===== config.mk =====
export PLATFORM = sky130hd
export DESIGN_NAME = pcie_csr_mc
export DESIGN_NICKNAME = d
export VERILOG_FILES = /design/src/rtl/pcie_csr_mc.sv
export SDC_FILE = /design/constraint.sdc
export NUM_CORES = 1
export LEC_CHECK = 0
export ABC_AREA = 1
export CELL_PAD_IN_SITES_DETAIL_PLACEMENT = 0
export CELL_PAD_IN_SITES_GLOBAL_PLACEMENT = 1
export CORE_ASPECT_RATIO = 1.2
export CORE_UTILIZATION = 40
export CTS_CLUSTER_DIAMETER = 60
export DETAILED_ROUTE_END_ITERATION = 6
export GPL_TIMING_DRIVEN = 0
export PLACE_DENSITY_LB_ADDON = 0.2
export SLEW_MARGIN = 20
export SYNTH_ARGS = -nofsm -noshare
export SYNTH_HDL_FRONTEND = slang
export SYNTH_SLANG_ARGS = --single-unit

===== constraint.sdc =====
create_clock -name clk -period 20.7 [get_ports clk]
set_input_delay 4.14 -clock clk [delete_from_list [all_inputs] [get_ports clk]]
set_output_delay 4.14 -clock clk [all_outputs]
set_load 0.02 [all_outputs]

===== src/rtl/pcie_csr_mc.sv =====
// Multi-port PCIe CSR feature: DFH, link status, sticky error capture with
// first-error index, and a sideband command channel to the PCIe SS.
//
// state | meaning
// IDLE  | no command outstanding, SS_CMD writes may launch
// ISSUE | command driven to the SS, waiting for ack or timeout
// DONE  | one-cycle retire, command field cleared
module pcie_csr_mc #(
  parameter int          ADDR_WIDTH      = 19,
  parameter int          DATA_WIDTH      = 64,
  parameter int          NUM_PORTS       = 1,
  parameter int          NUM_ERR         = 34,
  parameter int          SS_ADDR_WIDTH   = 20,
  parameter int          TIMEOUT_CYC     = 4096,
  parameter logic [11:0] FEAT_ID         = 12'h0,
  parameter logic [3:0]  FEAT_VER        = 4'h0,
  parameter logic [23:0] NEXT_DFH_OFFSET = 24'h1000,
  parameter logic        END_OF_LIST     = 1'b0
) (
  input  logic                     clk,
  input  logic                     rst,
  input  logic                     csr_write,
  input  logic [ADDR_WIDTH-1:0]    csr_waddr,
  input  logic [DATA_WIDTH-1:0]    csr_wdata,
  input  logic [1:0]               csr_write_type,
  input  logic                     csr_read,
  input  logic [ADDR_WIDTH-1:0]    csr_raddr,
  input  logic                     csr_read_32b,
  output logic [DATA_WIDTH-1:0]    csr_readdata,
  output logic                     csr_readdata_valid,
  input  logic [NUM_PORTS-1:0]     i_linkup,
  input  logic [NUM_ERR-1:0]       i_err,
  output logic [1:0]               o_ss_ctrl_cmd,
  output logic [SS_ADDR_WIDTH-1:0] o_ss_ctrl_addr,
  output logic [31:0]              o_ss_ctrl_writedata,
  input  logic                     i_ss_ack,
  input  logic                     i_ss_error,
  input  logic [31:0]              i_ss_readdata,
  output logic                     o_err_any
);

  localparam int CW = $clog2(TIMEOUT_CYC);
  localparam logic [CW-1:0] CNT_LAST = CW'(TIMEOUT_CYC - 1);
  localparam logic [63:0] DFH = {4'h3, 8'h0, 4'h0, 7'h0, END_OF_LIST,
                                 NEXT_DFH_OFFSET, FEAT_VER, FEAT_ID};

  typedef enum logic [1:0] {S_IDLE, S_ISSUE, S_DONE} ss_state_t;

  ss_state_t state, state_nxt;

  logic [63:0]              scratch;
  logic [NUM_ERR-1:0]       err_mask, err;
  logic                     first_valid;
  logic [5:0]               first_idx;
  logic [1:0]               ss_cmd;
  logic [SS_ADDR_WIDTH-1:0] ss_addr;
  logic                     ss_ack, ss_err, ss_tmo, ss_ovr;
  logic [31:0]              ss_wrdata, ss_rddata;
  logic [1:0]               lat_cmd;
  logic [SS_ADDR_WIDTH-1:0] lat_addr;
  logic [31:0]              lat_wdata;
  logic [CW-1:0]            cnt;
  logic [NUM_PORTS-1:0]     link_s1, link_s2;

  // Write decode: only the low 0x40 bytes are implemented; write type picks the lanes.
  logic        wr_hit;
  logic [2:0]  wr_sel;
  logic [63:0] wmask;
  assign wr_hit = csr_write && (csr_waddr[ADDR_WIDTH-1:6] == '0);
  assign wr_sel = csr_waddr[5:3];

  // Lane mask from write type; 2'b11 is treated as a full write.
  always_comb begin
    wmask = '1;
    case (csr_write_type)
      2'b01:   wmask = {{32{1'b1}}, 32'h0};
      2'b10:   wmask = {32'h0, {32{1'b1}}};
      default: wmask = '1;
    endcase
  end

  logic wr_cmd_lo, wr_cmd_hi, launch_req, launch, ack_evt, tmo_evt;
  assign wr_cmd_lo  = wr_hit && (wr_sel == 3'd6) && wmask[0];
  assign wr_cmd_hi  = wr_hit && (wr_sel == 3'd6) && wmask[32];
  assign launch_req = wr_cmd_lo && (csr_wdata[1:0] != 2'b00) && (csr_wdata[1:0] != 2'b11);
  assign launch     = launch_req && (state == S_IDLE);
  assign ack_evt    = (state == S_ISSUE) && i_ss_ack;
  assign tmo_evt    = (state == S_ISSUE) && !i_ss_ack && (cnt == CNT_LAST);

  // Error capture: new unmasked errors win over a coincident W1C of the same bit.
  logic [NUM_ERR-1:0] err_w1c, err_new, err_keep, err_nxt;
  always_comb begin
    err_w1c  = (wr_hit && wr_sel == 3'd4) ? (csr_wdata[NUM_ERR-1:0] & wmask[NUM_ERR-1:0]) : '0;
    err_new  = i_err & ~err_mask;
    err_keep = err & ~err_w1c;
    err_nxt  = err_keep | err_new;
  end

  function automatic logic [5:0] lowest_idx(input logic [NUM_ERR-1:0] v);
    lowest_idx = '0;
    for (int i = NUM_ERR - 1; i >= 0; i--)
      if (v[i]) lowest_idx = 6'(i);
  endfunction

  // Plain RW registers, sticky errors, first-error capture and the registered error summary.
  always_ff @(posedge clk or posedge rst) begin
    if (rst) begin
      scratch     <= '0;
      err_mask    <= '0;
      err         <= '0;
      first_valid <= 1'b0;
      first_idx   <= '0;
      o_err_any   <= 1'b0;
    end else begin
      if (wr_hit && wr_sel == 3'd1) scratch <= (scratch & ~wmask) | (csr_wdata & wmask);
      if (wr_hit && wr_sel == 3'd3)
        err_mask <= (err_mask & ~wmask[NUM_ERR-1:0]) | (csr_wdata[NUM_ERR-1:0] & wmask[NUM_ERR-1:0]);
      err       <= err_nxt;
      o_err_any <= |err_nxt;
      // A W1C that empties ERR while a new error lands reloads rather than clears.
      if (err_new != '0 && err_keep == '0) begin
        first_valid <= 1'b1;
        first_idx   <= lowest_idx(err_new);
      end else if (err_nxt == '0) begin
        first_valid <= 1'b0;
        first_idx   <= '0;
      end
    end
  end

  // Two-flop synchroniser for the per-port linkup levels.
  always_ff @(posedge clk or posedge rst) begin
    if (rst) begin
      link_s1 <= '0;
      link_s2 <= '0;
    end else begin
      link_s1 <= i_linkup;
      link_s2 <= link_s1;
    end
  end

  // Sideband FSM state register.
  always_ff @(posedge clk or posedge rst) begin
    if (rst) state <= S_IDLE;
    else     state <= state_nxt;
  end

  // Sideband FSM next-state.
  always_comb begin
    state_nxt = state;
    case (state)
      S_IDLE:  if (launch) state_nxt = S_ISSUE;
      S_ISSUE: if (i_ss_ack || cnt == CNT_LAST) state_nxt = S_DONE;
      S_DONE:  state_nxt = S_IDLE;
      default: state_nxt = S_IDLE;
    endcase
  end

  // Sideband registers: launch latches a private copy so later CSR writes cannot disturb the bus.
  always_ff @(posedge clk or posedge rst) begin
    if (rst) begin
      ss_cmd    <= '0;
      ss_addr   <= '0;
      ss_ack    <= 1'b0;
      ss_err    <= 1'b0;
      ss_tmo    <= 1'b0;
      ss_ovr    <= 1'b0;
      ss_wrdata <= '0;
      ss_rddata <= '0;
      lat_cmd   <= '0;
      lat_addr  <= '0;
      lat_wdata <= '0;
      cnt       <= '0;
    end else begin
      if (wr_cmd_hi) ss_addr <= csr_wdata[32 +: SS_ADDR_WIDTH];
      if (wr_hit && wr_sel == 3'd7 && wmask[32]) ss_wrdata <= csr_wdata[63:32];
      if (launch_req && state != S_IDLE) ss_ovr <= 1'b1;
      else if (wr_cmd_lo && csr_wdata[6])  ss_ovr <= 1'b0;
      if (launch) begin
        ss_cmd    <= csr_wdata[1:0];
        ss_ack    <= 1'b0;
        ss_err    <= 1'b0;
        ss_tmo    <= 1'b0;
        lat_cmd   <= csr_wdata[1:0];
        lat_addr  <= wr_cmd_hi ? csr_wdata[32 +: SS_ADDR_WIDTH] : ss_addr;
        lat_wdata <= ss_wrdata;
        cnt       <= '0;
      end
      if (state == S_ISSUE) cnt <= cnt + 1'b1;
      if (ack_evt) begin
        ss_ack <= 1'b1;
        ss_err <= i_ss_error;
        if (lat_cmd == 2'b01) ss_rddata <= i_ss_readdata;
      end
      if (tmo_evt) ss_tmo <= 1'b1;
      if (state == S_DONE) ss_cmd <= '0;
    end
  end

  assign o_ss_ctrl_cmd       = (state == S_ISSUE) ? lat_cmd   : '0;
  assign o_ss_ctrl_addr      = (state == S_ISSUE) ? lat_addr  : '0;
  assign o_ss_ctrl_writedata = (state == S_ISSUE) ? lat_wdata : '0;

  // Read mux; out-of-range offsets return zero.
  logic [63:0] rd_word;
  always_comb begin
    rd_word = '0;
    if (csr_raddr[ADDR_WIDTH-1:6] == '0) begin
      case (csr_raddr[5:3])
        3'd0: rd_word = DFH;
        3'd1: rd_word = scratch;
        3'd2: rd_word[NUM_PORTS-1:0] = link_s2;
        3'd3: rd_word[NUM_ERR-1:0] = err_mask;
        3'd4: rd_word[NUM_ERR-1:0] = err;
        3'd5: rd_word = {first_valid, 57'h0, first_idx};
        3'd6: begin
          rd_word[1:0] = ss_cmd;
          rd_word[2]   = (state == S_ISSUE);
          rd_word[3]   = ss_ack;
          rd_word[4]   = ss_err;
          rd_word[5]   = ss_tmo;
          rd_word[6]   = ss_ovr;
          rd_word[32 +: SS_ADDR_WIDTH] = ss_addr;
        end
        default: rd_word = {ss_wrdata, ss_rddata};
      endcase
    end
  end

  // Two-stage read pipeline; a 32b read returns the addressed half in the low lane.
  logic        rd1_valid;
  logic [63:0] rd1_data;
  always_ff @(posedge clk or posedge rst) begin
    if (rst) begin
      rd1_valid          <= 1'b0;
      rd1_data           <= '0;
      csr_readdata_valid <= 1'b0;
      csr_readdata       <= '0;
    end else begin
      rd1_valid <= csr_read;
      if (!csr_read)        rd1_data <= '0;
      else if (!csr_read_32b) rd1_data <= rd_word;
      else if (csr_raddr[2])  rd1_data <= {32'h0, rd_word[63:32]};
      else                    rd1_data <= {32'h0, rd_word[31:0]};
      csr_readdata_valid <= rd1_valid;
      csr_readdata       <= rd1_data;
    end
  end

endmodule


======== Word level (Yosys, flattened, before mapping) ========
Index checks and enable logic that the tools add are counted.
word-level totals
  flip-flop bits (word level) ............. 430
  bits of input ports ..................... 178
  output and inout port bits .............. 120
  word-level logic and storage cells ...... 169
operators by class
  add/sub/neg operators ................... 1
  eq/ne operators ......................... 20
  mux-type cells .......................... 67
  bitwise logic cells ..................... 13
  reductions and logical operators ........ 43
operators by type and width
  kind                  number
  $mux W6               36
  $mux W64              3
  $and A34 B34 Y34      4
  $and A64 B64 Y64      2
  $pmux W64 S2          1
  $pmux W25 S5          1
  $not A34 Y34          3
  $logic_not A34 Y1     2
  $or A34 B34 Y34       2
  $mux W32              2
  $not A64 Y64          1
  $or A64 B64 Y64       1
  $pmux W18 S3          1
  $pmux W12 S4          1
  $mux W20              2
  $pmux W6 S6           1
  $mux W34              1
  $reduce_bool A34 Y1   1
  $reduce_or A34 Y1     1
  $logic_not A13 Y1     2
  $mux W12              2
  $eq A3 B3 Y1 const B  6
  $logic_and A1 B1 Y1   18
  $reduce_bool A2 Y1    8
  21 further kinds      42

======== Longest topological paths before layout ========
Gate-level depths: netlist of the first run.
  word-level depth ........................ 37
  gate-level depth with buffers ........... 36
  depth with buffers taken out ............ 36

======== Worst setup path after synthesis of the first run ========
OpenSTA, ideal clock, no wires.
  kind .................................... input port to flip-flop
  start ................................... in csr_waddr[7]
  end ..................................... reg first_idx[5]
  library setup time ...................... 117 ps
  data arrival time ....................... 6318 ps
  data required time ...................... 20583 ps
  setup slack ............................. 14264 ps
  stages on the path ...................... 15
  path buffers ............................ 1
  cell sequence ........................... or2_4 nor4_2 and2_4 nand3_4 buf_6 o31ai_1 nand2_1 nor4_2 nand2_1 nor4b_2 nand4_2 nand2_2 inv_2 nand2_1 o21ai_2
on the way
  longest elaborated chain between the ends .. 9
  elaborated cells between the ends (all ways) .. 12
  those cells by class .................... 2 x mux; 3 x bitwise; 7 x reduce/logical
ends and longest elaborated chain
  item                                                             RTL line  RTL
  start, declared                                                  23        input logic [ADDR_WIDTH-1:0] csr_waddr,
  $logic_not A13 Y1 (*)                                            69        assign wr_hit = csr_write && (csr_waddr[ADDR_WIDTH-1:6] == '0);
  $logic_and A1 B1 Y1 (*)                                          69
  $logic_and A1 B1 Y1 (*)                                          93        err_w1c = (wr_hit && wr_sel == 3'd4) ? (csr_wdata[NUM_ERR-1:0] & wmask[NUM_ERR-1:0]) : '0;
  $mux W34 (*)                                                     93
  $not A34 Y34 (*)                                                 95        err_keep = err & ~err_w1c;
  $and A34 B34 Y34 (*)                                             95
  $or A34 B34 Y34 / $logic_not A34 Y1 (equally long branches)      96, 121
  $logic_not A34 Y1 / $logic_and A1 B1 Y1 (equally long branches)  124, 121
  $reduce_bool A2 Y1 (no line) / $mux W6 (equally long branches)   -
  end signal, assigned                                             123       first_idx <= lowest_idx(err_new);
  end, declared                                                    54        logic [5:0] first_idx;
Every way passes the cells marked *; elsewhere a longest branch is shown, timed or not.
A chain may end at the register's enable or synchronous reset.

======== Worst setup path after layout of the first run ========
  start ................................... in csr_waddr[7]
  end ..................................... reg first_idx[1]
on the way
  longest elaborated chain between the ends .. 9
  elaborated cells between the ends (all ways) .. 12
  those cells by class .................... 2 x mux; 3 x bitwise; 7 x reduce/logical
ends and longest elaborated chain
  item                          RTL line  RTL
  $logic_not A13 Y1             69
  $logic_and A1 B1 Y1           69
  $logic_and A1 B1 Y1           93
  $mux W34                      93
  $not A34 Y34                  95
  $and A34 B34 Y34              95
  $or A34 B34 Y34               96        err_nxt = err_keep | err_new;
  via err_nxt[3]                91        logic [NUM_ERR-1:0] err_w1c, err_new, err_keep, err_nxt;
  $logic_not A34 Y1             124       end else if (err_nxt == '0) begin
  $reduce_bool A2 Y1 (no line)  -
The timed path passes the listed nets, and every way through them passes these cells.

==> results of run 1 <==
cell families (layout without fill, tap and decap cells):
logic type	count (synthesis)	in the layout	synth area share
simple gates	745	745	0.165
compound gates	415	415	0.133
mux	49	49	0.0288
buf+inv	416	795	0.0859
fa+ha+maj	1	1	0.000682
flops	430	430	0.586
placed cells by master (no fill, tap or decap), types with 15 or more instances in the layout:
| master | count |
|---|---|
| a31oi_1 | 31 |
| nand3_1 | 36 |
| dfrtp_1 | 430 |
| nor2_1 | 143 |
| o21ai_0 | 236 |
| nand4_1 | 15 |
| inv_1 | 314 |
| nand2_1 | 501 |
| mux2_2 | 31 |
| clkdlybuf4s50_1 | 291 |
| o31ai_1 | 24 |
| clkbuf_1 | 93 |
| a21oi_1 | 45 |
| mux2i_1 | 18 |
| clkbuf_16 | 46 |
| o211ai_1 | 18 |
| o2111ai_1 | 32 |
how the worst min path moves through the flow:
stage / startpoint / endpoint / slack (ns) / cells after the start
finish: rd1_data[29] / csr_readdata[29] / 0.35 / 0
global route: rd1_data[29] / csr_readdata[29] / 0.35 / 0
CTS: rd1_data[23] / csr_readdata[23] / 0.35 / 0
detailed placement: rd1_data[23] / csr_readdata[23] / 0.33 / 0
floorplan: rd1_data[0] / csr_readdata[0] / 0.33 / 0
global placement: rd1_data[14] / csr_readdata[14] / 0.33 / 0
power groups by stage:
stage | Combinational (mW) | Sequential, mW | Clock, mW
global route | 0.113 | 0.841 | 0.943
global placement | 0.101 | 0.858 | 0
finish | 0.104 | 0.841 | 0.899
detailed placement | 0.104 | 0.857 | 0
floorplan | 0.0383 | 0.857 | 0
CTS | 0.105 | 0.841 | 0.912
metrics by stage:
stage	setup WS (ns)	utilization	TNS, ns	hold WS, ns
after floorplan	4.59	-	0	0.331
after global placement	-0.599	0.489	-231.46	0.333
after detailed placement	12.98	0.492	0	0.335
after CTS	13.56	0.528	0	0.348
after global routing	13.28	0.528	0	0.351
final	13.50	0.528	0	0.346
Yosys cell counts, types with 8 or more instances:
library cell / instances / area [um2]
mux2_2: 31 / 349
nand2_1: 501 / 1880
o211ai_1: 18 / 135
nor2_1: 143 / 537
mux2i_1: 18 / 180
nor3_1: 15 / 75.1
o31ai_1: 24 / 180
o221ai_1: 8 / 70.1
clkbuf_1: 88 / 330
nand3_1: 36 / 180
nand4_1: 15 / 93.8
dfrtp_1: 430 / 10800
nor4_1: 14 / 87.6
a31oi_1: 31 / 194
a21oi_1: 45 / 225
inv_1: 315 / 1180
o2111ai_1: 32 / 280
o21ai_0: 236 / 1180
area by class of cell:
type,instances,area (um2),share of cell area
flip-flops and latches,430,10800,0.452
multi-input cells,1210,6030,0.253
repair buffers,297,3040,0.128
clock buffers,62,1320,0.0555
inverters,320,1210,0.0507
well taps,609,762,0.0320
plain buffers,96,375,0.0158
clock inverters,20,329,0.0138
routing by layer:
layer  global-route usage  vias to the layer above  part of all wire
met4               0.0897                        0             0.029
met1                0.382                     7700              0.44
met5                    0                        -                 0
li1                     -                     7315                 -
met2                0.461                      546              0.48
met3               0.0377                      100             0.053
==> results_dict.tcl, run 1 <==
set metrics [dict create \
    status "finished, final reports clean" \
    gp_congestion 0.968 \
    crit_fanout 10 \
    pin_count 298 \
    antennaDiodeCount 0 \
    dp.cells 2962 \
    post-cts-setup-buffers 0 \
    start_kind "primary input" \
    drt_iter0_drc 1275 \
    path_depth 14 \
    synth-seq-cells 430 \
    crit_path_max_incr_delay_ns 0.65 \
    p_int_mw 1.43 \
    powerDensity_nw_per_um2 77.4 \
    reg2regPathDepth 36 \
    cp_slowest_cell "o31ai_1" \
    hold_buffers 0 \
    yosysWarningCount 0 \
    instances_no_fill 3044 \
    worstMarginPinSlew_ns 1.20 \
    r2r_slack_ns 18.01 \
    coreArea_um2 45100 \
    final_area_um2 23800 \
    cp-end-kind "flop" \
    synth-edff-count 0 \
    fillers 4304 \
    avgSynthCellArea_um2 8.93 \
    antenna_found_initial 0 \
    ant_nets 0 \
    worstSetupStartpoint "csr_waddr[7]" \
    crit_type "primary input to flop" \
    cts.sinks 430 \
    ir_worst_vdd_mv 0.0593 \
    worstSetupEndpoint "first_idx[1]" \
    h-tree-depth 2 \
    crit_arrival_ns 7.65 \
    cap_violations 0 \
    via_per_inst 5.14 \
    syn-num-nets 2235 \
    ys_seq_area_frac 0.586 \
    power_frac_comb 0.056 \
    grt_overflow_total 0 \
    ctsLongestPathBuffers 3 \
    power.total_mw 1.84 \
    routed_wl_mm 64.8 \
    drt_pass1_iterations 5 \
    grt_pass1_vias 16000 \
    power_switching_uw 415 \
    syn_area_um2 18400 \
    r2r-end "first_idx[0]" \
    vias 15700 \
    seq_power_share 0.456 \
    row_count 85 \
    fin_crit_sh 0.348 \
    die_h_um 237 \
    hold_path.class "flop to flop" \
    async_reset_ff_frac 1.00 \
    ys_types 45 \
    insertion_delay_ns 0.58 \
    cts.repair.resized 0 \
    power.share.clock 0.487 \
    switching_share 0.225 \
    syn_inst 2056 \
    path_delay_family "simple AND/OR/NAND/NOR gates" \
    crit_buf_inv 3 \
    num-nets-final 2580 \
    fin_worst_skew_ns 0.0181 \
    die_w_um 198 \
    cts_buffers 46 \
    cts_tree "done" \
    synth-main-ff-cell "dfrtp_1" \
    io_buffers 291 \
    hold_viol_final 0 \
    cts_root_buf "clkbuf_16" \
    drive_gt1_frac 0.0575 \
    area_growth_pct 29.8 \
    placed_area_um2 22200 \
    rsz0062_at_grt "false" \
    timing.final.crit_period_ns 7.20 \
    crit_top_cell "nand2_1" \
    clk_pin_slew_ns 0.07 \
    fmax_mhz 139 \
    crit_chain "clkdlybuf4s50_1 > or2_4 > nor4_2 > and2_4 > nand3_4 > buf_6 > o31ai_1 > nand2_1 > nor4_1 > nand4_2 > nand2_2 > inv_2 > nand2_1 > o21ai_1" \
    p_leak_nw 11.2 \
    grt_pass1_wl_mm 97.0 \
    drv_slew 0 \
    start_util 0.407 \
    drc 0 \
    track_usage 0.280 \
    worstPathRequired_ns 21.15 \
    setup_viol_count_final 0 \
    relSlewSlack 0.195 \
    grt_max_degree 101 \
    dp_hpwl_mm 49.4 \
    dieArea_um2 46800 \
    wl_per_cell_um 21.3 \
]
(Power assumes the default switching activity.)
==> run 2, diff against run 1 <==
--- a/config.mk
+++ b/config.mk
@@ -9,7 +9,7 @@
 export CELL_PAD_IN_SITES_DETAIL_PLACEMENT = 0
 export CELL_PAD_IN_SITES_GLOBAL_PLACEMENT = 1
 export CORE_ASPECT_RATIO = 1.2
-export CORE_UTILIZATION = 40
+export CORE_UTILIZATION = 37
 export CTS_CLUSTER_DIAMETER = 60
 export DETAILED_ROUTE_END_ITERATION = 6
 export GPL_TIMING_DRIVEN = 0
==> constraint.sdc (replaced) <==
create_clock -name clk -period 6.6 [get_ports clk]
set_input_delay 1.32 -clock clk [delete_from_list [all_inputs] [get_ports clk]]
set_output_delay 1.32 -clock clk [all_outputs]
set_load 0.02 [all_outputs]
==> results_dict.tcl, run 2 (synthesized netlist as in run 1, its figures left out) <==
set metrics [dict create \
    status "finished, final reports clean" \
    rsz0062_at_grt "false" \
    num-nets-final 2591 \
    clk_pin_slew_ns 0.06 \
    power.share.clock 0.479 \
    worstSetupEndpoint "first_idx[4]" \
    worstSetupStartpoint "csr_waddr[7]" \
    worstMarginPinSlew_ns 1.09 \
    coreArea_um2 49100 \
    insertion_delay_ns 0.61 \
    row_count 89 \
    routed_wl_mm 67.1 \
    die_w_um 205 \
    relSlewSlack 0.269 \
    r2r-end "first_idx[0]" \
    grt_max_degree 33 \
    drt_iter0_drc 1061 \
    crit_path_max_incr_delay_ns 0.63 \
    hold_buffers 0 \
    ir_worst_vdd_mv 0.165 \
    hold_path.class "flop to flop" \
    cts.sinks 430 \
    p_leak_nw 11.2 \
    fin_crit_sh 0.649 \
    dieArea_um2 50500 \
    track_usage 0.268 \
    crit_type "primary input to flop" \
    grt_overflow_total 0 \
    setup_ws_ns 2.31 \
    power_switching_mw 1.35 \
    pin_count 298 \
    cts_root_buf "clkbuf_16" \
    h-tree-depth 2 \
    crit_chain "clkdlybuf4s50_1 > or2_4 > nor4_2 > and2_4 > nand3_4 > buf_6 > o31ai_1 > nand4_1 > nor3_1 > and3_1 > inv_2 > or3_4 > o22ai_1" \
    io_buffers 291 \
    cap_violations 0 \
    fin_worst_skew_ns 0.0173 \
    antenna_found_initial 0 \
    crit_fanout 10 \
    p_int_mw 4.37 \
    cp_slowest_cell "o31ai_1" \
    worstPathRequired_ns 7.11 \
    hold_viol_final 0 \
    via_per_inst 5.11 \
    die_h_um 246 \
    grt_pass1_wl_mm 99.3 \
    ant_nets 0 \
    powerDensity_nw_per_um2 238 \
    wl_per_cell_um 21.8 \
    timing.final.crit_period_ns 4.29 \
    fmax_mhz 233 \
    seq_power_share 0.461 \
    drv_slew 0 \
    r2r_slack_ns 3.93 \
    drt_pass1_iterations 5 \
    dp_hpwl_mm 52.1 \
    start_kind "primary input" \
    reg2regPathDepth 36 \
    gp_congestion 0.912 \
    antennaDiodeCount 0 \
    place_ws_ns 1.73 \
    cts_buffers 47 \
    drc 0 \
    switching_share 0.236 \
    fin_tns_setup_ns 0 \
    vias 15800 \
    area_growth_pct 30.7 \
    setup_viol_count_final 0 \
    cts.repair.resized 0 \
    layout_common_cells "nand2_1 (501), dfrtp_1 (430), inv_1 (314), clkdlybuf4s50_1 (291), o21ai_0 (236)" \
    power.total_mw 5.72 \
    final_common_cell "nand2_1" \
    power_frac_comb 0.060 \
    ctsLongestPathBuffers 3 \
    drive_gt1_frac 0.0605 \
    post-cts-setup-buffers 0 \
    grt_pass1_vias 15800 \
    start_util 0.374 \
    cts_tree "done" \
    crit_arrival_ns 4.79 \
    cp-end-kind "flop" \
]
-- run 2: per-layer routing --
layer,vias to the layer above,track usage,part of all wire
met2,469,0.444,0.48
met3,103,0.0300,0.046
met5,-,0,0
met1,7845,0.360,0.44
li1,7340,-,-
met4,0,0.0989,0.034
-- run 2: critical path: cells and delay by family --
family	cells	cell delay, ns
AND/OR/NAND/NOR	8	1.97
AO/OA/AOI/OAI	2	0.76
buffers and inverters	3	0.73
-- run 2: through the flow --
step                hold slack (ns)  cells  cell area (um2)  utilization
floorplan                     0.331   2056            18400            -
global placement              0.333   2984            22100        0.449
detailed placement            0.335   3000            22400        0.456
CTS                           0.346   3085            24000        0.488
global route                  0.348   3085            24000        0.488
finish                        0.346   3085            24000        0.488
-- run 2: worst min path at each step --
stage / from / endpoint / slack, ns / depth (start not counted)
CTS: rd1_data[17] / csr_readdata[17] / 0.35 / 0
detailed placement: rd1_data[15] / csr_readdata[15] / 0.33 / 0
finish: rd1_data[45] / csr_readdata[45] / 0.35 / 0
floorplan: rd1_data[0] / csr_readdata[0] / 0.33 / 0
global placement: rd1_data[46] / csr_readdata[46] / 0.33 / 0
global route: rd1_data[17] / csr_readdata[17] / 0.35 / 0
-- run 2: power groups by stage --
stage          combinational [mW]  clock, mW  sequential, mW
6_report                    0.343       2.74            2.64
5_1_grt                     0.369       2.89            2.64
4_1_cts                     0.346       2.78            2.64
3_5_place_dp                0.345          0            2.69
3_3_place_gp                0.321          0            2.69
2_1_floorplan               0.121          0            2.69
-- run 2: final cells by class --
| type | instances | area, um2 |
|---|---|---|
| repair buffers | 307 | 3220 |
| inverters | 320 | 1200 |
| flip-flops and latches | 430 | 10800 |
| fillers | 4745 | 25100 |
| plain buffers | 96 | 375 |
| well taps | 637 | 797 |
| multi-input cells | 1210 | 6030 |
| clock buffers | 66 | 1350 |
| clock inverters | 19 | 255 |
